`config.mk`:
```
export PLATFORM = sky130hd
export DESIGN_NAME = elevator_ctrl_n
export DESIGN_NICKNAME = d
export VERILOG_FILES = /design/src/rtl/elevator_ctrl_n.sv
export SDC_FILE = /design/constraint.sdc
export NUM_CORES = 1
export LEC_CHECK = 0
export CAP_MARGIN = 5
export CORE_AREA = 2 2 63 65
export DETAILED_ROUTE_END_ITERATION = 8
export DIE_AREA = 0 0 65 67
export PLACE_DENSITY_LB_ADDON = 0.15
export SLEW_MARGIN = 40
export SYNTH_ARGS = -nofsm -noshare
export SYNTH_HDL_FRONTEND = slang
export SYNTH_SLANG_ARGS = --single-unit
```
`constraint.sdc`:
```
create_clock -name clk -period 3.9 [get_ports clk]
set_clock_uncertainty 0.05 [all_clocks]
set_input_delay 0.39 -clock clk [delete_from_list [all_inputs] [get_ports clk]]
set_output_delay 0.39 -clock clk [all_outputs]
set_load 0.005 [all_outputs]
```
`src/rtl/elevator_ctrl_n.sv`:
```
// elevator_ctrl_n: N-floor elevator controller with SCAN sweeps,
// sticky call latching, a per-floor travel timer and a timed door phase.
module elevator_ctrl_n #(
  parameter int FLOORS     = 8,
  parameter int FLOOR_W    = 3,
  parameter int TRAVEL_CYC = 4,
  parameter int DOOR_CYC   = 3
) (
  input  logic               clk,
  input  logic               rst,
  input  logic [FLOORS-1:0]  req,
  output logic [FLOOR_W-1:0] floor,
  output logic               dir,
  output logic               moving,
  output logic               door_open,
  output logic [FLOORS-1:0]  pending
);

  localparam int TW = (TRAVEL_CYC > 1) ? $clog2(TRAVEL_CYC) : 1;
  localparam int DW = (DOOR_CYC > 1) ? $clog2(DOOR_CYC) : 1;
  localparam logic [TW-1:0] TC_LAST = TW'(TRAVEL_CYC - 1);
  localparam logic [DW-1:0] DC_LAST = DW'(DOOR_CYC - 1);

  typedef enum logic [1:0] {
    S_IDLE,
    S_MOVE,
    S_DOOR
  } state_t;

  state_t             r_state;
  state_t             w_state_nx;
  logic [FLOOR_W-1:0] r_floor;
  logic [FLOOR_W-1:0] w_floor_nx;
  logic [FLOOR_W-1:0] w_floor_adj;
  logic               r_dir;
  logic               w_dir_nx;
  logic [FLOORS-1:0]  r_pend;
  logic [FLOORS-1:0]  w_eff;
  logic [FLOORS-1:0]  w_clr;
  logic [TW-1:0]      r_tcnt;
  logic [TW-1:0]      w_tcnt_nx;
  logic [DW-1:0]      r_dcnt;
  logic [DW-1:0]      w_dcnt_nx;

  function automatic logic f_above(
    input logic [FLOORS-1:0]  v,
    input logic [FLOOR_W-1:0] f
  );
    logic r;
    r = 1'b0;
    for (int i = 0; i < FLOORS; i++)
      if (v[i] && (i > int'(f))) r = 1'b1;
    return r;
  endfunction

  function automatic logic f_below(
    input logic [FLOORS-1:0]  v,
    input logic [FLOOR_W-1:0] f
  );
    logic r;
    r = 1'b0;
    for (int i = 0; i < FLOORS; i++)
      if (v[i] && (i < int'(f))) r = 1'b1;
    return r;
  endfunction

  assign w_eff = r_pend | req;

  // Next state, floor, direction, timers and the service clear
  always_comb begin
    w_state_nx  = r_state;
    w_floor_nx  = r_floor;
    w_dir_nx    = r_dir;
    w_tcnt_nx   = r_tcnt;
    w_dcnt_nx   = r_dcnt;
    w_clr       = '0;
    w_floor_adj = r_dir ? (r_floor + FLOOR_W'(1))
                        : (r_floor - FLOOR_W'(1));
    unique case (r_state)
      S_IDLE: begin
        w_tcnt_nx = '0;
        if (w_eff[r_floor]) begin
          w_state_nx = S_DOOR;
          w_clr      = FLOORS'(1) << r_floor;
          w_dcnt_nx  = DC_LAST;
        end else if (r_dir ? f_above(w_eff, r_floor)
                           : f_below(w_eff, r_floor)) begin
          w_state_nx = S_MOVE;
        end else if (r_dir ? f_below(w_eff, r_floor)
                           : f_above(w_eff, r_floor)) begin
          w_state_nx = S_MOVE;
          w_dir_nx   = ~r_dir;
        end
      end
      S_MOVE: begin
        if (r_tcnt != TC_LAST) begin
          w_tcnt_nx = r_tcnt + TW'(1);
        end else begin
          w_tcnt_nx  = '0;
          w_floor_nx = w_floor_adj;
          if (w_eff[w_floor_adj]) begin
            w_state_nx = S_DOOR;
            w_clr      = FLOORS'(1) << w_floor_adj;
            w_dcnt_nx  = DC_LAST;
          end else if (!(r_dir ? f_above(w_eff, w_floor_adj)
                               : f_below(w_eff, w_floor_adj))) begin
            w_state_nx = S_IDLE;
          end
        end
      end
      S_DOOR: begin
        if (w_eff[r_floor]) begin
          w_clr     = FLOORS'(1) << r_floor;
          w_dcnt_nx = DC_LAST;
        end else if (r_dcnt == '0) begin
          w_state_nx = S_IDLE;
        end else begin
          w_dcnt_nx = r_dcnt - DW'(1);
        end
      end
      default: w_state_nx = S_IDLE;
    endcase
  end

  // State and datapath registers; reset overrides any phase
  always_ff @(posedge clk) begin
    if (rst) begin
      r_state <= S_IDLE;
      r_floor <= '0;
      r_dir   <= 1'b1;
      r_pend  <= '0;
      r_tcnt  <= '0;
      r_dcnt  <= '0;
    end else begin
      r_state <= w_state_nx;
      r_floor <= w_floor_nx;
      r_dir   <= w_dir_nx;
      r_pend  <= w_eff & ~w_clr;
      r_tcnt  <= w_tcnt_nx;
      r_dcnt  <= w_dcnt_nx;
    end
  end

  assign floor     = r_floor;
  assign dir       = r_dir;
  assign pending   = r_pend;
  assign moving    = (r_state == S_MOVE);
  assign door_open = (r_state == S_DOOR);

endmodule

```
==> impl_metrics.env, run 1 <==
export IMPL_path_cells="inv_2 -> ha_1 -> xor2_4 -> mux4_2 -> mux2_4 -> or2_1 -> and2b_1 -> a31oi_1"
export IMPL_numCtsBuffers=3
export IMPL_synth_top_cell_area_share_pct=25.17
export IMPL_antenna_left=0
export IMPL_cts_sinks=18
export IMPL_max_freq_ghz=0.3141
export IMPL_vias=1421
export IMPL_path_clk_slew_ns=0.07
export IMPL_area_delta_synth_final_pct=21.33
export IMPL_track_usage_pct=21.00
export IMPL_fin_nets=204
export IMPL_yosysTopAreaCell="dfxtp_1"
export IMPL_synth_edff_count=0
export IMPL_wl_per_cell_um=18.09
export IMPL_rsz0062_at_grt="false"
export IMPL_crit_fanout=12
export IMPL_synth_seq_cells=18
export IMPL_synth_area_leaders="dfxtp_1, ha_1, nor2_1, a21oi_1, mux4_2"
export IMPL_placed_cell_area_um2=1682
export IMPL_drtIter0Drc=86
export IMPL_cpPeakStageDelay_ns=0.56
export IMPL_stdcell_area_um2=1737
export IMPL_num_io_pins=24
export IMPL_leakage_nw=0.6599
export IMPL_hold_buffers=0
export IMPL_root_buffer="clkbuf_8"
export IMPL_maxCapViolCount=0
export IMPL_ys_warn_count=0
export IMPL_start_kind="register"
export IMPL_fp_row_count=22
export IMPL_drtPass1Iterations=4
export IMPL_portBuffers=23
export IMPL_die_w_um=65
export IMPL_power_density_nw_per_um2=268.3
export IMPL_grt_overflow=0
export IMPL_cp_top_family="multiplexers"
export IMPL_synthesis_area_um2=1431
export IMPL_drc=0
export IMPL_critPathKind="reg2reg"
export IMPL_drive_above_1_share_pct=9.290
export IMPL_end_kind="register"
export IMPL_critPathArrivalTime_ns=3.26
export IMPL_hold_class="reg2reg"
export IMPL_ys_types=50
export IMPL_seq_area_frac_synth_pct=25.17
export IMPL_cts_buffer_depth=2
export IMPL_cts_resized=0
export IMPL_crit_required_ns=3.97
export IMPL_setup_viol=0
export IMPL_dieArea_um2=4355
export IMPL_die_h_um=67
export IMPL_synthesis_nets=184
export IMPL_num_antenna_cells=0
export IMPL_grt_pass1_wl_um=6975
export IMPL_core_area_um2=3606
export IMPL_worstSkewPairLatency_ns=0.26
export IMPL_slew_violations=0
export IMPL_antenna_found_initial=0
export IMPL_syn_inst=164
export IMPL_cts_tree="yes"
export IMPL_wl_um=4179
export IMPL_synth_flop_cell="dfxtp_1"
export IMPL_maxSlewHeadroom_pct=51.52
export IMPL_outcome="finished, final reports clean"
export IMPL_grt_pass1_vias=1387
export IMPL_dpl_worst_slack_ns=0.7384
export IMPL_gp_congestion=0.9237
export IMPL_setup_ws_ns=0.7164
export IMPL_post_cts_buffers=0
export IMPL_vias_per_cell=6.152
export IMPL_postSynthAreaPerCell_um2=8.728
export IMPL_r2r_setup_slack_ns=0.72
export IMPL_dp_hpwl_um=3145
export IMPL_grt_max_degree=20
export IMPL_min_period_ns=3.184
export IMPL_start_util_pct=39.69
export IMPL_ir_drop_v=0.0001453
export IMPL_cts_htree_levels=1
export IMPL_post_route_period_util_pct=81.63
export IMPL_path_buf_inv=1
export IMPL_hold_violations=0
export IMPL_slowest_stage="dfxtp_1"
export IMPL_async_flop_share_pct=0
export IMPL_tns_ns=0
export IMPL_tightest_slew_ns=0.7250
[flip-flops by register name (all words and copies together) (netlist names)]
signal / count
r_state: 2
r_dcnt: 2
dir: 1
floor: 3
r_tcnt: 2
pending: 8
[placed cells by master, fill, tap and decap left out, types with 2 or more instances in the layout]
cell              n
a21o_1            4
o21bai_1          4
nand2b_1          2
o21ai_0           6
a221oi_1          2
a21oi_1          14
nor2b_1           4
dfxtp_1          18
nor2_1           20
nand3_1           4
nor3_1            2
ha_1             10
clkdlybuf4s50_1  23
a2111oi_0         2
nor4_1            3
nand2_1           6
a211o_1           7
mux2_2            3
xnor2_1           3
mux4_2            3
clkbuf_8          4
buf_4             2
a31oi_1           5
a211oi_1          3
inv_1             4
[cells in the mapped netlist (4+ instances only)]
cell      count
a211o_1       7
a21oi_1      14
a21o_1        4
nand2_1       6
nor2b_1       4
inv_1         4
clkbuf_1      6
nand3_1       4
o21bai_1      4
nor2_1       20
dfxtp_1      18
o21ai_0       6
ha_1         10
a31oi_1       5
[power breakdown]
| group | switching [mW] | internal (mW) | leakage (nW) |
|---|---|---|---|
| sequential | 0.0127 | 0.195 | 0.148 |
| combinational | 0.0499 | 0.0516 | 0.483 |
| clock | 0.0667 | 0.0898 | 0.0288 |
| total | 0.129 | 0.337 | 0.660 |
[final cells by class]
| cell class | instances | area [um^2] |
|---|---|---|
| Clock buffer | 4 | 55.05 |
| Fill cell | 360 | 1869 |
| Inverter | 5 | 18.77 |
| Multi-Input combinational cell | 131 | 997.2 |
| Sequential cell | 18 | 360.3 |
| Tap cell | 48 | 60.06 |
| Timing Repair Buffer | 25 | 245.2 |
[kinds of logic after synthesis]
group	share of synthesized area, %
AND/OR/NAND/NOR	14.95
multiplexers	10.66
flip-flops	25.18
AO/OA/AOI/OAI	30.95
buffers and inverters	5.157
adder cells (fa/ha/maj)	8.741
XOR/XNOR	4.371
[path summary, 6_finish.rpt]
check,startpoint,end,depth (start not counted)
setup / recovery,floor[1],pending[2],8
hold / removal,r_dcnt[1],r_dcnt[1],2
setup reg to reg,floor[1],pending[2],8
hold reg to reg,r_dcnt[1],r_dcnt[1],2
[through the flow]
stage	utilization, %	power [mW]	instances	hold WS, ns
2_1_floorplan	-	0.2686	164	0.4019
3_3_place_gp	46.63	0.3119	227	0.4287
3_5_place_dp	46.63	0.3123	227	0.4344
4_1_cts	48.16	0.4693	231	0.4452
5_1_grt	48.16	0.4888	231	0.4666
6_report	48.16	0.4659	231	0.4379
[worst register-to-register path: cells and delay by family (launching register included)]
kind	cells	cell delay, ns
xor gates and xnor gates	1	0.26
AOI/OAI and AO/OA	1	0.10
buffers and inverters	1	0.15
and+or+nand+nor	2	0.63
DFF	1	0.56
adders and majority gates	1	0.49
muxes	2	0.82
[routing by layer]
metal | share of wire, % | track usage (%) | vias up | wire length, um
met5 | 0 | 0 | - | 0
met4 | 2.6 | 8.245 | 0 | 110
met3 | 6.9 | 3.209 | 12 | 289
met2 | 47 | 34.66 | 63 | 1946
met1 | 44 | 27.38 | 682 | 1833
li1 | - | - | 664 | -
No activity file was read; power rests on OpenSTA's default activity.
==> inputs of run 2 (changes only) <==
- clock period: 3.9 -> 2.9 ns (I/O delays scaled with it)
==> impl_metrics.env, run 2 (synthesis results as in run 1) <==
export IMPL_maxCapViolCount=0
export IMPL_critPathKind="reg2reg"
export IMPL_dieArea_um2=4355
export IMPL_swShare_pct=28.04
export IMPL_antenna_left=0
export IMPL_tns_ns=0
export IMPL_largest_register_ffs=8
export IMPL_max_freq_ghz=0.3626
export IMPL_hold_violations=0
export IMPL_power_switching_mw=0.1766
export IMPL_stdcell_area_um2=1818
export IMPL_grt_pass1_wl_um=6844
export IMPL_final_cell_mix="clkdlybuf4s50_1, nor2_1, dfxtp_1, a21oi_1, buf_4"
export IMPL_r2r_setup_slack_ns=0.14
export IMPL_portBuffers=23
export IMPL_numCtsBuffers=3
export IMPL_seq_power_share_pct=44.2
export IMPL_grt_overflow=0
export IMPL_end_kind="register"
export IMPL_crit_fanout=15
export IMPL_ir_drop_v=0.0002268
export IMPL_drtIter0Drc=58
export IMPL_dp_hpwl_um=3109
export IMPL_grt_max_degree=20
export IMPL_gp_congestion=0.8421
export IMPL_final_common_cell="clkdlybuf4s50_1"
export IMPL_cts_sinks=18
export IMPL_antenna_found_initial=0
export IMPL_path_clk_slew_ns=0.08
export IMPL_worstSkewPairLatency_ns=0.26
export IMPL_cts_htree_levels=1
export IMPL_fin_nets=213
export IMPL_num_io_pins=24
export IMPL_drtPass1Iterations=4
export IMPL_critPathArrivalTime_ns=2.84
export IMPL_slew_violations=0
export IMPL_min_period_ns=2.758
export IMPL_cts_tree="yes"
export IMPL_fin_util_pct=50.42
export IMPL_num_antenna_cells=0
export IMPL_drive_above_1_share_pct=14.58
export IMPL_area_delta_synth_final_pct=27.01
export IMPL_post_cts_buffers=0
export IMPL_grt_pass1_vias=1415
export IMPL_vias=1436
export IMPL_outcome="finished, final reports clean"
export IMPL_maxSlewHeadroom_pct=49.57
export IMPL_clockPowerShare_pct=34.4
export IMPL_pwr_share_comb_pct=21.5
export IMPL_hold_class="reg2reg"
export IMPL_hold_buffers=0
export IMPL_setup_viol=0
export IMPL_wl_um=4211
export IMPL_tightest_slew_ns=0.7541
export IMPL_core_area_um2=3606
export IMPL_wl_per_cell_um=17.55
export IMPL_leakage_nw=0.7055
export IMPL_placed_cell_area_um2=1763
export IMPL_start_util_pct=39.69
export IMPL_cts_buffer_depth=2
export IMPL_die_h_um=67
export IMPL_track_usage_pct=20.95
export IMPL_fp_row_count=22
export IMPL_p_int_mw=0.4534
export IMPL_post_route_period_util_pct=95.09
export IMPL_drc=0
export IMPL_vias_per_cell=5.983
export IMPL_die_w_um=65
export IMPL_start_kind="register"
export IMPL_power_density_nw_per_um2=346.5
export IMPL_rsz0062_at_grt="false"
export IMPL_cts_resized=0
export IMPL_p_total_mw=0.6300
export IMPL_crit_required_ns=2.98
export IMPL_root_buffer="clkbuf_8"
-- run 2: changes by cell type in the layout (fill, tap and decap cells not counted) --
cell,before,now
buf_4,2,11
ha_4,0,1
ha_1,10,9
dfxtp_1,18,17
dfxtp_2,0,1
-- run 2: layout make-up --
| class | instances | area [um^2] |
|---|---|---|
| fillers | 345 | 1788 |
| clock buffers | 4 | 55.05 |
| repair buffers | 34 | 312.8 |
| well taps | 48 | 60.06 |
| multi-input cells | 131 | 1010 |
| flip-flops and latches | 18 | 361.6 |
| inverters | 5 | 18.77 |
-- run 2: power by group through the flow --
stage	sequential [mW]	combinational, mW	clock [mW]
floorplan	0.276	0.0854	0
global placement	0.283	0.134	0
detailed placement	0.284	0.134	0
CTS	0.278	0.135	0.221
global route	0.281	0.150	0.227
finish	0.278	0.135	0.216
-- run 2: path summary, 6_finish.rpt --
kind                  start         end  depth (start not counted)
hold reg to reg   r_dcnt[1]   r_dcnt[1]                          2
hold / removal    r_dcnt[1]   r_dcnt[1]                          2
setup reg to reg   floor[0]  pending[1]                          8
setup / recovery   floor[0]  pending[1]                          8
-- run 2: critical path: stages, from the launching register on --
cell	delay, ns
dfxtp_2	0.33
buf_4	0.19
ha_1	0.27
ha_1	0.35
mux2i_1	0.34
mux2_4	0.35
or2_1	0.33
and2b_1	0.30
a31oi_1	0.11
-- run 2: per-stage QoR --
| step | cells | worst slack, ns | hold slack (ns) |
|---|---|---|---|
| 4_1_cts | 240 | 0.1675 | 0.4433 |
| 2_1_floorplan | 164 | 0.05180 | 0.4019 |
| 3_5_place_dp | 236 | 0.1866 | 0.4322 |
| 5_1_grt | 240 | 0.006178 | 0.4862 |
| 6_report | 240 | 0.1423 | 0.4397 |
| 3_3_place_gp | 236 | 0.1951 | 0.4208 |
-- run 2: metal layers --
metal	global-route usage (%)	part of all wire [%]	vias up
li1	-	-	680
met1	25.51	44	686
met2	35.70	47	53
met3	3.209	5.0	17
met4	10.64	3.8	0
met5	0	0	-
==> inputs of run 3 (changes only) <==
- clock period: 2.9 -> 2.3 ns (I/O delays scaled with it)
==> impl_metrics.env, run 3 (synthesis results as in run 1) <==
export IMPL_cts_buffer_depth=2
export IMPL_vias_per_cell=5.703
export IMPL_gp_congestion=0.9886
export IMPL_dieArea_um2=4355
export IMPL_min_period_ns=2.432
export IMPL_post_route_period_util_pct=105.7
export IMPL_critPathArrivalTime_ns=2.53
export IMPL_final_common_cell="buf_4"
export IMPL_antenna_found_initial=0
export IMPL_crit_required_ns=2.39
export IMPL_hold_violations=0
export IMPL_crit_fanout=6
export IMPL_critPathKind="reg2reg"
export IMPL_dp_hpwl_um=3591
export IMPL_numCtsBuffers=3
export IMPL_path_clk_slew_ns=0.07
export IMPL_die_h_um=67
export IMPL_largest_register_ffs=8
export IMPL_drive_above_1_share_pct=34.65
export IMPL_worstSkewPairLatency_ns=0.26
export IMPL_drc=0
export IMPL_hold_class="reg2reg"
export IMPL_cts_htree_levels=1
export IMPL_setup_ws_ns=-0.1316
export IMPL_area_delta_synth_final_pct=50.61
export IMPL_drtPass1Iterations=4
export IMPL_rsz0062_at_grt="true"
export IMPL_root_buffer="clkbuf_8"
export IMPL_drtIter0Drc=100
export IMPL_start_kind="register"
export IMPL_fin_nets=249
export IMPL_die_w_um=65
export IMPL_maxSlewHeadroom_pct=64.71
export IMPL_slew_violations=0
export IMPL_cpPeakStageDelay_ns=0.51
export IMPL_tns_ns=-0.8106
export IMPL_core_area_um2=3606
export IMPL_violations="negative setup slack"
export IMPL_grt_overflow=0
export IMPL_leakage_nw=0.8950
export IMPL_grt_pass1_wl_um=7714
export IMPL_num_antenna_cells=0
export IMPL_portBuffers=23
export IMPL_start_util_pct=39.69
export IMPL_ir_drop_v=0.0002477
export IMPL_wl_per_cell_um=17.17
export IMPL_path_cells="inv_4 -> ha_4 -> xor2_4 -> mux4_2 -> mux2_4 -> or2_4 -> and2b_2 -> a31oi_1"
export IMPL_final_cell_mix="buf_4, clkdlybuf4s50_1, nor2_1, dfxtp_1, a21oi_1"
export IMPL_power_density_nw_per_um2=395.6
export IMPL_end_kind="register"
export IMPL_maxCapViolCount=0
export IMPL_setup_viol=8
export IMPL_cts_sinks=18
export IMPL_max_freq_ghz=0.4112
export IMPL_grt_pass1_vias=1559
export IMPL_dpl_worst_slack_ns=-0.2457
export IMPL_worst_hold_slack_ns=0.4646
export IMPL_wl_um=4738
export IMPL_antenna_left=0
export IMPL_num_io_pins=24
export IMPL_grt_max_degree=15
export IMPL_outcome="finished with violations"
export IMPL_slowest_stage="mux4_2"
export IMPL_track_usage_pct=23.57
export IMPL_cts_tree="yes"
export IMPL_vias=1574
export IMPL_fp_row_count=22
export IMPL_tightest_slew_ns=0.5274
-- run 3: report_power, final --
group | internal [mW] | switching (mW)
clock | 0.152 | 0.118
combinational | 0.130 | 0.103
sequential | 0.330 | 0.0200
-- run 3: worst paths after layout --
check	start	endpoint	slack [ns]	depth (start not counted)
setup / recovery	floor[0]	pending[2]	-0.13	8
hold / removal	r_dcnt[0]	r_dcnt[0]	0.46	2
setup reg to reg	floor[0]	pending[2]	-0.13	8
hold reg to reg	r_dcnt[0]	r_dcnt[0]	0.46	2
-- run 3: worst max-delay path, delay by kind of cell, from the launching register on --
| kind | cells | cell delay, ns |
|---|---|---|
| muxes | 2 | 0.78 |
| and+or+nand+nor | 2 | 0.55 |
| DFF | 1 | 0.36 |
| adders and majority gates | 1 | 0.29 |
| xor gates and xnor gates | 1 | 0.15 |
| AOI/OAI and AO/OA | 1 | 0.09 |
| buffers and inverters | 1 | 0.04 |
-- run 3: per-layer routing --
metal	vias up	track usage [%]	wire length, um
met1	768	28.63	2060
met4	0	10.64	89
li1	752	-	-
met2	45	41.75	2407
met5	-	0	0
met3	9	2.534	180
-- run 3: repair_timing --
item / CTS / global route
cloned: 0 / 0
hold buffers: 0 / 0
pin swaps: 3 / 3
setup endpoints to repair: 11 / 11
resized for setup: 11 / 5
buffers inserted: 1 / 0
-- run 3: cell type report --
class / instances / area [um^2]
Sequential cell: 18 / 365.4
Multi-Input combinational cell: 131 / 1067
Clock buffer: 4 / 55.05
Timing Repair Buffer: 70 / 586.8
Inverter: 5 / 21.27
Tap cell: 48 / 60.06
Fill cell: 328 / 1450
-- run 3: metrics by stage --
step,instance area (um^2),instances,total power [mW],utilization (%)
6_report,2156,276,0.8527,59.78
5_1_grt,2156,276,0.8900,59.78
4_1_cts,2142,276,0.8529,59.40
3_5_place_dp,2037,271,0.5763,56.49
3_3_place_gp,2037,271,0.5705,56.49
2_1_floorplan,1473,164,0.4564,-
